[config.mk]
export PLATFORM = sky130hd
export DESIGN_NAME = fdc_dma_fifo
export DESIGN_NICKNAME = d
export VERILOG_FILES = /design/src/rtl/fdc_dma_fifo.sv
export SDC_FILE = /design/constraint.sdc
export NUM_CORES = 1
export LEC_CHECK = 0
export BUFFER_PORTS_ARGS = -buffer_cell sky130_fd_sc_hd__buf_2
export CAP_MARGIN = 15
export CELL_PAD_IN_SITES_DETAIL_PLACEMENT = 1
export CELL_PAD_IN_SITES_GLOBAL_PLACEMENT = 1
export CORE_MARGIN = 5
export CORE_UTILIZATION = 35
export DETAILED_ROUTE_END_ITERATION = 8
export HOLD_SLACK_MARGIN = 0.08
export PLACE_DENSITY_LB_ADDON = 0.1
export SLEW_MARGIN = 20
export SYNTH_ARGS = -nofsm -noshare
export SYNTH_HDL_FRONTEND = slang
export SYNTH_SLANG_ARGS = --single-unit
[constraint.sdc]
create_clock -name clk -period 9.2 [get_ports clk]
set_clock_uncertainty 0.15 [all_clocks]
set_input_delay 0.46 -clock clk [delete_from_list [all_inputs] [get_ports clk]]
set_output_delay 0.46 -clock clk [all_outputs]
set_load 0.05 [all_outputs]
[src/rtl/fdc_dma_fifo.sv]
// Floppy-controller DMA FIFO: DEPTH x DATA_W storage with a DRQ burst FSM
// that asks for service once enough data or space is available for a burst.
module fdc_dma_fifo #(
  parameter int DATA_W = 8,
  parameter int DEPTH  = 16,
  parameter int CNT_W  = $clog2(DEPTH) + 1
) (
  input  logic              clk,
  input  logic              reset,
  input  logic              flush,
  input  logic              dir,
  input  logic [CNT_W-1:0]  thresh,
  input  logic              wr_en,
  input  logic [DATA_W-1:0] wr_data,
  input  logic              rd_en,
  output logic [DATA_W-1:0] rd_data,
  input  logic              tc,
  output logic              drq,
  output logic [CNT_W-1:0]  count,
  output logic              empty,
  output logic              full,
  output logic              overrun,
  output logic              underrun,
  output logic              tc_seen
);

  localparam int               ADDR_W  = (DEPTH > 1) ? $clog2(DEPTH) : 1;
  localparam logic [CNT_W-1:0] DEPTH_C = CNT_W'(DEPTH);
  localparam logic [CNT_W-1:0] ONE     = CNT_W'(1);

  typedef enum logic [1:0] {IDLE, BURST, DONE} state_t;

  logic [DATA_W-1:0] mem [DEPTH];
  logic [CNT_W-1:0]  wr_ptr, rd_ptr;
  logic [CNT_W-1:0]  eff_thr, space;
  logic              push, pop, dir_q, trigger, end_burst;
  state_t            state, state_nxt;

  // Pointers carry one extra wrap bit, so their difference is the occupancy.
  assign count   = wr_ptr - rd_ptr;
  assign empty   = (count == '0);
  assign full    = (count == DEPTH_C);
  assign space   = DEPTH_C - count;
  assign push    = wr_en & ~full;
  assign pop     = rd_en & ~empty;
  assign rd_data = mem[rd_ptr[ADDR_W-1:0]];

  always_ff @(posedge clk) begin
    if (push && !reset && !flush)
      mem[wr_ptr[ADDR_W-1:0]] <= wr_data;
  end

  always_ff @(posedge clk) begin
    if (reset || flush) begin
      wr_ptr   <= '0;
      rd_ptr   <= '0;
      overrun  <= 1'b0;
      underrun <= 1'b0;
      tc_seen  <= 1'b0;
    end else begin
      if (push)          wr_ptr   <= wr_ptr + ONE;
      if (pop)           rd_ptr   <= rd_ptr + ONE;
      if (wr_en && full) overrun  <= 1'b1;
      if (rd_en && empty) underrun <= 1'b1;
      if (tc)            tc_seen  <= 1'b1;
    end
  end

  always_comb begin
    eff_thr = thresh;
    if (thresh == '0)
      eff_thr = ONE;
    else if (thresh > DEPTH_C)
      eff_thr = DEPTH_C;
  end

  // Trigger looks at the registered occupancy; the end condition also
  // catches the final transfer in flight so drq drops right after it.
  always_comb begin
    trigger   = dir ? (count >= eff_thr) : (space >= eff_thr);
    end_burst = dir ? ((count == ONE && pop) || empty)
                    : ((count == DEPTH_C - ONE && push) || full);
  end

  always_comb begin
    state_nxt = state;
    if (tc)
      state_nxt = DONE;
    else if (state == DONE)
      state_nxt = DONE;
    else if (dir != dir_q)
      state_nxt = IDLE;
    else begin
      case (state)
        IDLE:    if (trigger)   state_nxt = BURST;
        BURST:   if (end_burst) state_nxt = IDLE;
        default: state_nxt = IDLE;
      endcase
    end
  end

  // dir_q tracks dir even through reset/flush so no spurious change is seen.
  always_ff @(posedge clk) begin
    dir_q <= dir;
    if (reset || flush) begin
      state <= IDLE;
      drq   <= 1'b0;
    end else begin
      state <= state_nxt;
      drq   <= (state_nxt == BURST);
    end
  end

endmodule

==> flow_summary.json <==
{
  "cts_tree": "done",
  "globalRouteOverflowTotal": 0,
  "setup_viol": 0,
  "max-vdd-ir-drop_mv": 0.135,
  "worstSetupPathDepth": 11,
  "core.rowCount": 49,
  "rr_worst_depth": 11,
  "gp_congestion": 0.733,
  "placement.setup.worst_slack_ns": 4.93,
  "tightest_slew_ns": 0.894,
  "grt_start_max_net_pins": 33,
  "standard_cell_core_area_um2": 17800,
  "worst_ep_required_time_ns": 9.08,
  "power_density_nw_per_um2": 212,
  "static-leakage-power_uw": 0.00245,
  "crit_fanout": 10,
  "floorplan.die.height_um": 144,
  "grt_use_total_pct": 14.4,
  "ports": 39,
  "layout_setup_ws_ns": 5.04,
  "count_of_yosys_warnings_during_synthesis": 0,
  "timing.setup.critical_path_class": "register to register",
  "cpLargestDelayFamily": "simple AND/OR/NAND/NOR gates",
  "startpoint_type": "register",
  "avgRoutedWirePerCell_um": 21.9,
  "worstSetupEndpointType": "register",
  "num_vias": 3149,
  "drc": 0,
  "crit_path_top_delay_cell": "sky130_fd_sc_hd__nor2_1",
  "finalNetCount": 437,
  "clockRootBuffer": "sky130_fd_sc_hd__clkbuf_16",
  "h_tree_depth": 4,
  "floorplan.die.width_um": 144,
  "unrepaired_setup_endpoints_after_global_routing": "false",
  "timing.hold.worst_endpoint": "tc_seen",
  "postCtsResizedCells": 0,
  "hpwl_um": 9680,
  "worst_hold_slack_ns": 0.153,
  "post_synth_inst_count": 347,
  "finalSetupTns_ns": 0,
  "crit_arrival_ns": 4.04,
  "ys_seq_area_share_pct": 67.8,
  "tritoncts.num_buffers": 17,
  "grt_antenna_before_repair": 0,
  "count_of_endpoints_failing_hold_in_the_final_timing_report": 0,
  "detailedRoute.firstPassIterationCount": 4,
  "clk_transition_reported_paths_ns": 0.06,
  "worst_path_buf_inv": 3,
  "crit-reg2reg-capture": "mem[3][0]",
  "final_antenna_net_count": 0,
  "synth_area_um2": 6290,
  "synth_nets": 391,
  "most_common_library_cell_in_the_layout_ignoring_fill_and_taps": "sky130_fd_sc_hd__edfxtp_1",
  "final_layout_size_suffix_gt1_share_pct": 21.2,
  "syn2layout_area_growth_pct": 15.4,
  "r2r_slack_ns": 5.04,
  "hold_path_startpoint": "tc",
  "cts_hold_buf": 1,
  "rr_startpoint": "wr_ptr[0]",
  "numClockSinks": 149,
  "count_of_buffers_inserted_at_the_top_level_ports": 38,
  "cts-root-to-sink-buffers": 2,
  "cap_violations": 0,
  "timing.critical_path.slowest_cell_delay_ns": 0.76,
  "initialDrtViolationCount": 186,
  "design.die.area_um2": 20800,
  "totalWireLength_um": 13900,
  "hold_path_class": "input port to register",
  "post-route-period-util_pct": 45.2,
  "timing_max_transition_violations_final": 0,
  "grt_pass1_vias": 3461,
  "ys_ff_latch": 149,
  "insertedDiodeCount": 0,
  "layout.cells.most_common_list": "128 x sky130_fd_sc_hd__edfxtp_1, 41 x sky130_fd_sc_hd__nor2_1, 38 x sky130_fd_sc_hd__buf_2, 24 x sky130_fd_sc_hd__mux4_1, 23 x sky130_fd_sc_hd__ha_1",
  "fillers": 1744,
  "fin_crit_period_ns": 4.16,
  "starting_utilization_of_the_core_area_pct": 35.3,
  "fmax_mhz": 241,
  "postSynthAreaPerCell_um2": 18.1,
  "postCtsSetupBuffers": 0,
  "synth.distinct_cells": 37,
  "via_per_inst": 4.96,
  "crit_path_cell_trace": "inv_1 > ha_1 > inv_1 > fa_1 > inv_1 > ha_1 > nor3b_1 > ha_1 > nor2b_1 > nand2_1 > nor2_1",
  "run_status": "finished clean",
  "timing.hold.worst_path_depth": 3,
  "slew-limit-headroom_pct": 40.2,
  "global_route_wire_length_before_repair_um": 21300,
  "clk_latency_ns": 0.41
}
area by class of cell:
cell class	instances	area (µm²)	area share (%)
clock buffers	18	429	5.91
clock inverters	14	135	1.86
inverters	11	41.3	0.568
multi-input cells	173	1890	26.0
flip-flops and latches	149	4270	58.8
well taps	229	287	3.94
repair buffers	41	215	2.96
through the flow:
stage	utilization, %	total power [µW]	instance area (µm²)	cells
after floorplan	-	858	6290	347
after global placement	37.5	899	6690	602
after detailed placement	37.5	900	6690	602
after CTS	40.7	1570	7260	635
after global routing	40.7	1600	7260	635
final	40.7	1540	7260	635
synth_stat cells:
library cell               instances  share of area (%)
sky130_fd_sc_hd__a211o_1           1               0.14
sky130_fd_sc_hd__a21o_1            1               0.12
sky130_fd_sc_hd__a21oi_1           9               0.72
sky130_fd_sc_hd__a31o_1            1               0.14
sky130_fd_sc_hd__a31oi_1           2               0.20
sky130_fd_sc_hd__and3_1            1              0.099
sky130_fd_sc_hd__and4b_1           1               0.16
sky130_fd_sc_hd__buf_1             4               0.24
sky130_fd_sc_hd__buf_12            1               0.32
sky130_fd_sc_hd__buf_2             1              0.079
sky130_fd_sc_hd__buf_6             1               0.18
sky130_fd_sc_hd__buf_8             2               0.48
sky130_fd_sc_hd__clkbuf_1          5               0.30
sky130_fd_sc_hd__dfxtp_1          21                6.7
sky130_fd_sc_hd__edfxtp_1        128                 61
sky130_fd_sc_hd__fa_1              1               0.32
sky130_fd_sc_hd__ha_1             23                4.6
sky130_fd_sc_hd__inv_1            11               0.66
sky130_fd_sc_hd__mux4_1           24                 10
sky130_fd_sc_hd__mux4_2           16                5.7
sky130_fd_sc_hd__nand2_1          13               0.78
sky130_fd_sc_hd__nand2b_1          1              0.099
sky130_fd_sc_hd__nand3_1           4               0.32
sky130_fd_sc_hd__nand3b_1          2               0.24
sky130_fd_sc_hd__nand4_1           4               0.40
sky130_fd_sc_hd__nor2_1           41                2.4
sky130_fd_sc_hd__nor2b_1           3               0.30
sky130_fd_sc_hd__nor3_1            2               0.16
sky130_fd_sc_hd__nor3b_1           1               0.12
sky130_fd_sc_hd__nor4_2            1               0.20
sky130_fd_sc_hd__o21ai_0           2               0.16
sky130_fd_sc_hd__o41ai_1           1               0.14
sky130_fd_sc_hd__or2_1             1              0.099
sky130_fd_sc_hd__or3_1             1              0.099
sky130_fd_sc_hd__or4b_1            1               0.16
sky130_fd_sc_hd__xnor2_1           8                1.1
sky130_fd_sc_hd__xor2_1            7               0.97
tightest hold or removal path: cells and delay by family:
kind,cells,cell delay [ns]
and+or+nand+nor,2,0.11
buffers and inverters,1,0.11
sequential cells by signal, indices dropped and copies added, names as in the netlist, named ones only:
name and flops:
rd_ptr 5, underrun 1, tc_seen 1, wr_ptr 5, drq 1, overrun 1, state 2, mem 128
dir_q 1
per-layer routing:
metal  GRT usage [%]  part of all wire, %  vias up  routed length [µm]
met5               0                    0        -                   0
met4            4.76                  1.3        0                 176
met3            3.24                  3.2       13                 441
met2            24.3                   51       55                7090
met1            18.4                   45     1613                6210
li1                -                    -     1468                   -
report_power, final:
part	switching [µW]	total (µW)	leakage (µW)	internal, µW
logic	86.8	136	0.000855	49.2
clock network	264	660	0.000269	396
registers	8.87	746	0.00132	737
kinds of logic (layout without fill, tap and decap cells):
logic type | Yosys count | in the layout | share of synthesized area (%)
DFF | 149 | 149 | 67.8
and+or+nand+nor | 77 | 77 | 5.67
buffers and inverters | 25 | 84 | 2.25
AOI/OAI and AO/OA | 17 | 17 | 1.61
xor gates and xnor gates | 15 | 15 | 2.09
muxes | 40 | 40 | 15.7
adders and majority gates | 24 | 24 | 4.89
how the worst max path moves through the flow:
| stage | end | start |
|---|---|---|
| final | mem[3][0] | wr_ptr[0] |
| after detailed placement | mem[15][1] | wr_ptr[0] |
| after floorplan | mem[11][0] | wr_ptr[0] |
| after global placement | mem[15][1] | wr_ptr[0] |
| after CTS | mem[15][2] | wr_ptr[0] |
| after global routing | mem[7][6] | wr_ptr[0] |
(Power assumes the default switching activity.)
